`config.mk`:
```
export PLATFORM = sky130hd
export DESIGN_NAME = dht_scheduler
export DESIGN_NICKNAME = d
export VERILOG_FILES = /design/src/rtl/dht_scheduler.sv
export SDC_FILE = /design/constraint.sdc
export NUM_CORES = 1
export LEC_CHECK = 0
export ABC_AREA = 1
export BUFFER_PORTS_ARGS = -buffer_cell sky130_fd_sc_hd__buf_2
export CAP_MARGIN = 20
export CORE_UTILIZATION = 60
export DETAILED_ROUTE_END_ITERATION = 7
export PLACE_DENSITY = 0.78
export RECOVER_POWER = 50
export REMOVE_ABC_BUFFERS = 1
export SYNTH_ARGS = -nofsm -noshare
export SYNTH_HDL_FRONTEND = slang
export SYNTH_SLANG_ARGS = --single-unit
```
`constraint.sdc`:
```
create_clock -name clk -period 6.1 [get_ports clk]
set_input_delay 0.305 -clock clk [delete_from_list [all_inputs] [get_ports clk]]
set_output_delay 0.305 -clock clk [all_outputs]
set_load 0.01 [all_outputs]
```
`src/rtl/dht_scheduler.sv`:
```
// dht_scheduler
// Read scheduler for up to N = 2**ADDR_W DHT11 sensors. Decoded one-shot,
// continuous and stop requests mark sensors as pending and/or continuous.
// Only one sensor reader is enabled at a time. Each sensor has its own
// minimum gap between reads, and every read is bounded by a timeout. Each
// result is offered downstream over a valid/ready handshake.
//
// Ports:
//   clk, rst              system clock, synchronous active-high reset
//   req_valid/addr        one-cycle request strobe and target sensor
//   req_cont, req_stop    enter / leave continuous mode (stop wins)
//   dht_en                one-hot enable to the sensor readers
//   dht_done, dht_error   per-sensor completion pulse and error flag
//   rd_valid/ready        result handshake
//   rd_addr, rd_error,    result sensor, failure flag, timeout flag
//   rd_timeout
//   cont_mask             sensors currently in continuous mode
//   busy                  scheduler not idle
module dht_scheduler #(
  parameter int ADDR_W      = 2,
  parameter int GAP_CYC     = 100_000_000,
  parameter int TIMEOUT_CYC = 2_500_000
) (
  input  logic                   clk,
  input  logic                   rst,
  input  logic                   req_valid,
  input  logic [ADDR_W-1:0]      req_addr,
  input  logic                   req_cont,
  input  logic                   req_stop,
  output logic [2**ADDR_W-1:0]   dht_en,
  input  logic [2**ADDR_W-1:0]   dht_done,
  input  logic [2**ADDR_W-1:0]   dht_error,
  output logic                   rd_valid,
  input  logic                   rd_ready,
  output logic [ADDR_W-1:0]      rd_addr,
  output logic                   rd_error,
  output logic                   rd_timeout,
  output logic [2**ADDR_W-1:0]   cont_mask,
  output logic                   busy
);

  localparam int N     = 2**ADDR_W;
  localparam int GAP_W = $clog2(GAP_CYC + 1);
  localparam int TMO_W = $clog2(TIMEOUT_CYC + 1);

  typedef enum logic [1:0] {
    IDLE   = 2'd0,
    READ   = 2'd1,
    REPORT = 2'd2
  } stateT;

  stateT              state_q, state_d;
  logic [N-1:0]       pendMask_q, pendMask_d;
  logic [N-1:0]       contMask_q, contMask_d;
  logic [GAP_W-1:0]   gapCnt_q [N];
  logic [GAP_W-1:0]   gapCnt_d [N];
  logic [ADDR_W-1:0]  rrPtr_q, rrPtr_d;
  logic [ADDR_W-1:0]  curAddr_q, curAddr_d;
  logic [TMO_W-1:0]   tmoCnt_q, tmoCnt_d;
  logic               rdError_q, rdError_d;
  logic               rdTimeout_q, rdTimeout_d;

  logic [N-1:0]       eligible;
  logic [N-1:0]       candidates;
  logic               grantValid;
  logic [ADDR_W-1:0]  grantAddr;
  logic [ADDR_W-1:0]  searchIdx;

  // Arbitration: pending one-shot work always beats continuous re-reads, and
  // only sensors whose gap has expired may be picked. The round-robin search
  // starts just after the last winner; the final step of the loop wraps back
  // onto rrPtr_q itself so a lone candidate equal to the last winner is still
  // found.
  always_comb begin
    eligible   = '0;
    grantValid = 1'b0;
    grantAddr  = rrPtr_q;
    searchIdx  = rrPtr_q;
    for (int i = 0; i < N; i++) begin
      eligible[i] = (gapCnt_q[i] == '0);
    end
    candidates = ((pendMask_q & eligible) != '0) ? (pendMask_q & eligible)
                                                 : (contMask_q & eligible);
    for (int k = 1; k <= N; k++) begin
      searchIdx = rrPtr_q + ADDR_W'(k);
      if (!grantValid && candidates[searchIdx]) begin
        grantValid = 1'b1;
        grantAddr  = searchIdx;
      end
    end
  end

  // Next-state logic. The FSM's own grant clears the winner's pending bit
  // first, and the request decoder is applied afterwards. A request that lands
  // in the same cycle as a grant, or during the read, therefore re-arms the
  // sensor for another read after its gap.
  always_comb begin
    state_d     = state_q;
    pendMask_d  = pendMask_q;
    contMask_d  = contMask_q;
    rrPtr_d     = rrPtr_q;
    curAddr_d   = curAddr_q;
    tmoCnt_d    = tmoCnt_q;
    rdError_d   = rdError_q;
    rdTimeout_d = rdTimeout_q;
    for (int i = 0; i < N; i++) begin
      gapCnt_d[i] = (gapCnt_q[i] != '0) ? gapCnt_q[i] - 1'b1 : '0;
    end

    case (state_q)
      IDLE: begin
        if (grantValid) begin
          state_d               = READ;
          curAddr_d             = grantAddr;
          rrPtr_d               = grantAddr;
          pendMask_d[grantAddr] = 1'b0;
          tmoCnt_d              = '0;
        end
      end
      READ: begin
        tmoCnt_d = tmoCnt_q + 1'b1;
        if (dht_done[curAddr_q]) begin
          rdError_d           = dht_error[curAddr_q];
          rdTimeout_d         = 1'b0;
          gapCnt_d[curAddr_q] = GAP_W'(GAP_CYC);
          state_d             = REPORT;
        end else if (tmoCnt_q == TMO_W'(TIMEOUT_CYC - 1)) begin
          rdError_d           = 1'b1;
          rdTimeout_d         = 1'b1;
          gapCnt_d[curAddr_q] = GAP_W'(GAP_CYC);
          state_d             = REPORT;
        end
      end
      REPORT: begin
        if (rd_ready) begin
          state_d = IDLE;
        end
      end
      default: begin
        state_d = IDLE;
      end
    endcase

    if (req_valid) begin
      if (req_stop) begin
        pendMask_d[req_addr] = 1'b0;
        contMask_d[req_addr] = 1'b0;
      end else begin
        pendMask_d[req_addr] = 1'b1;
        if (req_cont) begin
          contMask_d[req_addr] = 1'b1;
        end
      end
    end
  end

  // State registers. After reset every gap counter starts full so freshly
  // powered sensors get their settling time before the first read.
  always_ff @(posedge clk) begin
    if (rst) begin
      state_q     <= IDLE;
      pendMask_q  <= '0;
      contMask_q  <= '0;
      rrPtr_q     <= '1;
      curAddr_q   <= '0;
      tmoCnt_q    <= '0;
      rdError_q   <= 1'b0;
      rdTimeout_q <= 1'b0;
      for (int i = 0; i < N; i++) begin
        gapCnt_q[i] <= GAP_W'(GAP_CYC);
      end
    end else begin
      state_q     <= state_d;
      pendMask_q  <= pendMask_d;
      contMask_q  <= contMask_d;
      rrPtr_q     <= rrPtr_d;
      curAddr_q   <= curAddr_d;
      tmoCnt_q    <= tmoCnt_d;
      rdError_q   <= rdError_d;
      rdTimeout_q <= rdTimeout_d;
      for (int i = 0; i < N; i++) begin
        gapCnt_q[i] <= gapCnt_d[i];
      end
    end
  end

  // Outputs decode straight from registered state. The enable exists only in
  // READ, so moving through REPORT guarantees a low cycle between reads.
  always_comb begin
    dht_en = '0;
    if (state_q == READ) begin
      dht_en[curAddr_q] = 1'b1;
    end
  end

  assign rd_valid   = (state_q == REPORT);
  assign rd_addr    = curAddr_q;
  assign rd_error   = rdError_q;
  assign rd_timeout = rdTimeout_q;
  assign cont_mask  = contMask_q;
  assign busy       = (state_q != IDLE);

endmodule
```
==> run_results.csv <==
group,metric,value,unit
logic_synthesis,ys_seq_area_share,34.8,%
min_path,min-delay-path-class,"input pin to flop",
clock_tree,htree_levels,4,
logic_synthesis,synth_top_family_by_area,"simple AND/OR/NAND/NOR gates",
die,fp-row-count,42,
timing,max_freq,0.335,GHz
worst_setup_path,end_kind,"flop",
logic_synthesis,synthSimpleGateAreaFrac,41.6,%
timing,setup_viol,0,
logic_synthesis,syn_inst,1268,
worst_setup_path,critical_path_class,"flop to flop",
worst_setup_path,cpPeakStageDelay,610,ps
worst_setup_path,cp_max_fo,18,
layout,diodes,0,
worst_setup_path,crit_chain,"inv_1 -> nor2_1 -> clkbuf_1 -> inv_1 -> nor2_1 -> a21oi_1 -> clkbuf_1 -> nand2_1 -> nor2_1",
power,peakVddDrop,0.000206,V
die,chipHeight,120,um
logic_synthesis,yosys_warnings,0,
job,max_cap_violations,0,
drt,wl,18900,um
timing,slew_headroom,22.5,%
worst_setup_path,r2r_slack,3110,ps
logic_synthesis,synth_cell_types,48,
logic_synthesis,ys_ff_latch,146,
grt,grt_overflow,0,
die,dieArea,0.0145,mm^2
die,core,0.0135,mm^2
placed_design,place_congestion,0.914,
drt,ant_nets,0,
clock_tree,cts_tree,"yes",
min_path,hold_start,"rd_ready",
placed_design,dp_hpwl,13500,um
timing,skew,9.31,ps
logic_synthesis,synth_mux_area_share,0,%
clock_tree,clk_pin_slew_worst_paths,60,ps
clock_tree,cts-buffers-inserted,17,
worst_setup_path,cp.required,6390,ps
worst_setup_path,r2r-end,"gapCnt_q[3][0]",
logic_synthesis,synth_compound_area_share,7.81,%
layout,synthToLayoutAreaGrowth,10.5,%
drt,drc_errors,0,
grt,antenna_found_initial,0,
logic_synthesis,synth_ff_type,"dfxtp_1",
clock_tree,holdBufCountCts,0,
min_path,hold_path_depth,4,
drt,avgRoutedWirePerCell,12.7,um
clock_tree,cts_post_setup_buffers_inserted,0,
drt,vias_per_cell,5.31,
drt,num_vias,7882,
logic_synthesis,synth-xor-area-share,5.64,%
min_path,hold_end,"state_q[1]",
logic_synthesis,synthArstFlopShare,0,%
worst_setup_path,path_delay_family,"buffers and inverters",
die,start_util,62.4,%
placed_design,io_buffer_count,29,
timing,drv_slew,0,
timing,min_period,2990,ps
timing,tns,0,ps
timing,worst_slew_pin_slew,1160,ps
timing,hold_viol_final,0,
grt,grt_usage,27.5,%
layout,final_nets,1324,
grt,grt_first_pass_wirelength,32500,um
worst_setup_path,r2r_cells,9,
die,io_pins,30,
logic_synthesis,synth.cell_area,0.00839,mm^2
logic_synthesis,synthAdderAreaFrac,1.34,%
timing,rsz0062_at_grt,"no",
clock_tree,cts.path.max_buffers,2,
clock_tree,cts_resized,0,
layout,drive_gt1_share,12.7,%
run_status,status,"complete, no violations",
drt,drtPass1Iterations,5,
drt,dr.first_iter.drc_count,545,
logic_synthesis,synth-edff-count,0,
clock_tree,clock_latency,430,ps
worst_setup_path,timing.critical_path.mode_cell,"nor2_1",
layout,nFillCells,1213,
worst_setup_path,arrival,3270,ps
timing,layout_setup_ws,3110,ps
clock_tree,cts-root-buf,"clkbuf_16",
grt,grt_pass1_vias,7170,
placed_design,pre_cts_ws,3320,ps
worst_setup_path,slowest_stage,"clkbuf_1",
timing,finalCritPeriodShare,49.0,%
power,p_per_area,280,mW/mm^2
logic_synthesis,avgSynthCellArea,6.62,um^2
die,dieWidth,120,um
grt,grt_max_degree,22,
worst_setup_path,r2r_start,"state_q[0]",
power,power.leakage,0.00389,uW
worst_setup_path,start_kind,"flop",
worst_setup_path,critPathBufInv,4,
clock_tree,cts_sinks,146,
[routing by layer]
| layer | GRT usage [%] | wire [um] |
|---|---|---|
| met1 | 36.5 | 9070 |
| met2 | 46.2 | 8750 |
| met3 | 4.72 | 829 |
| met4 | 7.25 | 203 |
| met5 | 0 | 0 |
[area by class of cell]
| type | instances | area, um^2 | share of cell area, % |
|---|---|---|---|
| clock buffer | 18 | 439 | 4.74 |
| clock inverter | 11 | 188 | 2.02 |
| inverter | 168 | 636 | 6.86 |
| multi-input combinational | 934 | 4720 | 51.0 |
| sequential | 146 | 2920 | 31.5 |
| tap | 176 | 220 | 2.38 |
| timing repair buffer | 32 | 139 | 1.50 |
[registers in the layout (all words and copies together), names as in the netlist, named ones only]
signal and flops:
tmoCnt_q 22, rd_addr 2, gapCnt_q 108, rd_timeout 1
state_q 2, rd_error 1, rrPtr_q 2, pendMask_q 4
[stage by stage]
stage | utilization [%] | area, um^2 | hold slack [ps] | cells | total power, uW
after floorplan | - | 8290 | 367 | 1248 | 1390
after global placement | 64.5 | 8680 | 400 | 1456 | 1460
after detailed placement | 64.5 | 8680 | 401 | 1456 | 1470
after CTS | 69.2 | 9310 | 193 | 1485 | 2600
after global routing | 68.9 | 9270 | 241 | 1485 | 2710
final | 68.9 | 9270 | 205 | 1485 | 2600
[Yosys cell counts, drive strengths merged (20+ instances only)]
cell type    n  area share [%]
a21oi       50             3.4
dfxtp      146              35
inv        165             7.4
nand2      284              14
nand3      103             6.4
nand4       35             2.8
nor2       258              13
nor3        32             2.4
nor4        20             1.7
o21ai       51             3.0
xor2        42             4.4
[layout by cell type (no fill, tap or decap), types with 27 or more instances in the layout]
master     n
nor3_1    27
nand4_1   33
dfxtp_1  146
inv_2     28
nand3_1   98
a21oi_1   40
nor2_1   227
xor2_1    42
inv_1    136
o21ai_0   47
nand2_1  259
[tightest hold or removal path, delay by kind of cell]
| family | cells | cell delay (ps) |
|---|---|---|
| compound gates | 1 | 110 |
| simple gates | 1 | 50 |
| buf+inv | 2 | 110 |
[report_power, final]
group	switching (uW)	internal [uW]	leakage [uW]
clock	401	726	0.000300
sequential	68.9	1020	0.00119
combinational	245	133	0.00240
[cell families (layout without fill, tap and decap cells)]
family,count (synthesis),after routing
adders and majority gates,9,9
buffers and inverters,188,229
DFF,146,146
xor gates and xnor gates,54,54
and+or+nand+nor,755,755
AOI/OAI and AO/OA,116,116
[how the worst max path moves through the flow]
stage           startpoint              end  cells past startpoint
2_1_floorplan   state_q[0]  gapCnt_q[1][12]                      7
3_3_place_gp   tmoCnt_q[0]   gapCnt_q[2][7]                     14
3_5_place_dp   tmoCnt_q[1]  gapCnt_q[2][10]                     14
4_1_cts        tmoCnt_q[1]  gapCnt_q[2][11]                     14
5_1_grt         state_q[0]   gapCnt_q[2][1]                     10
6_report        state_q[0]   gapCnt_q[3][0]                      9
Power figures use the tool's default switching activity.
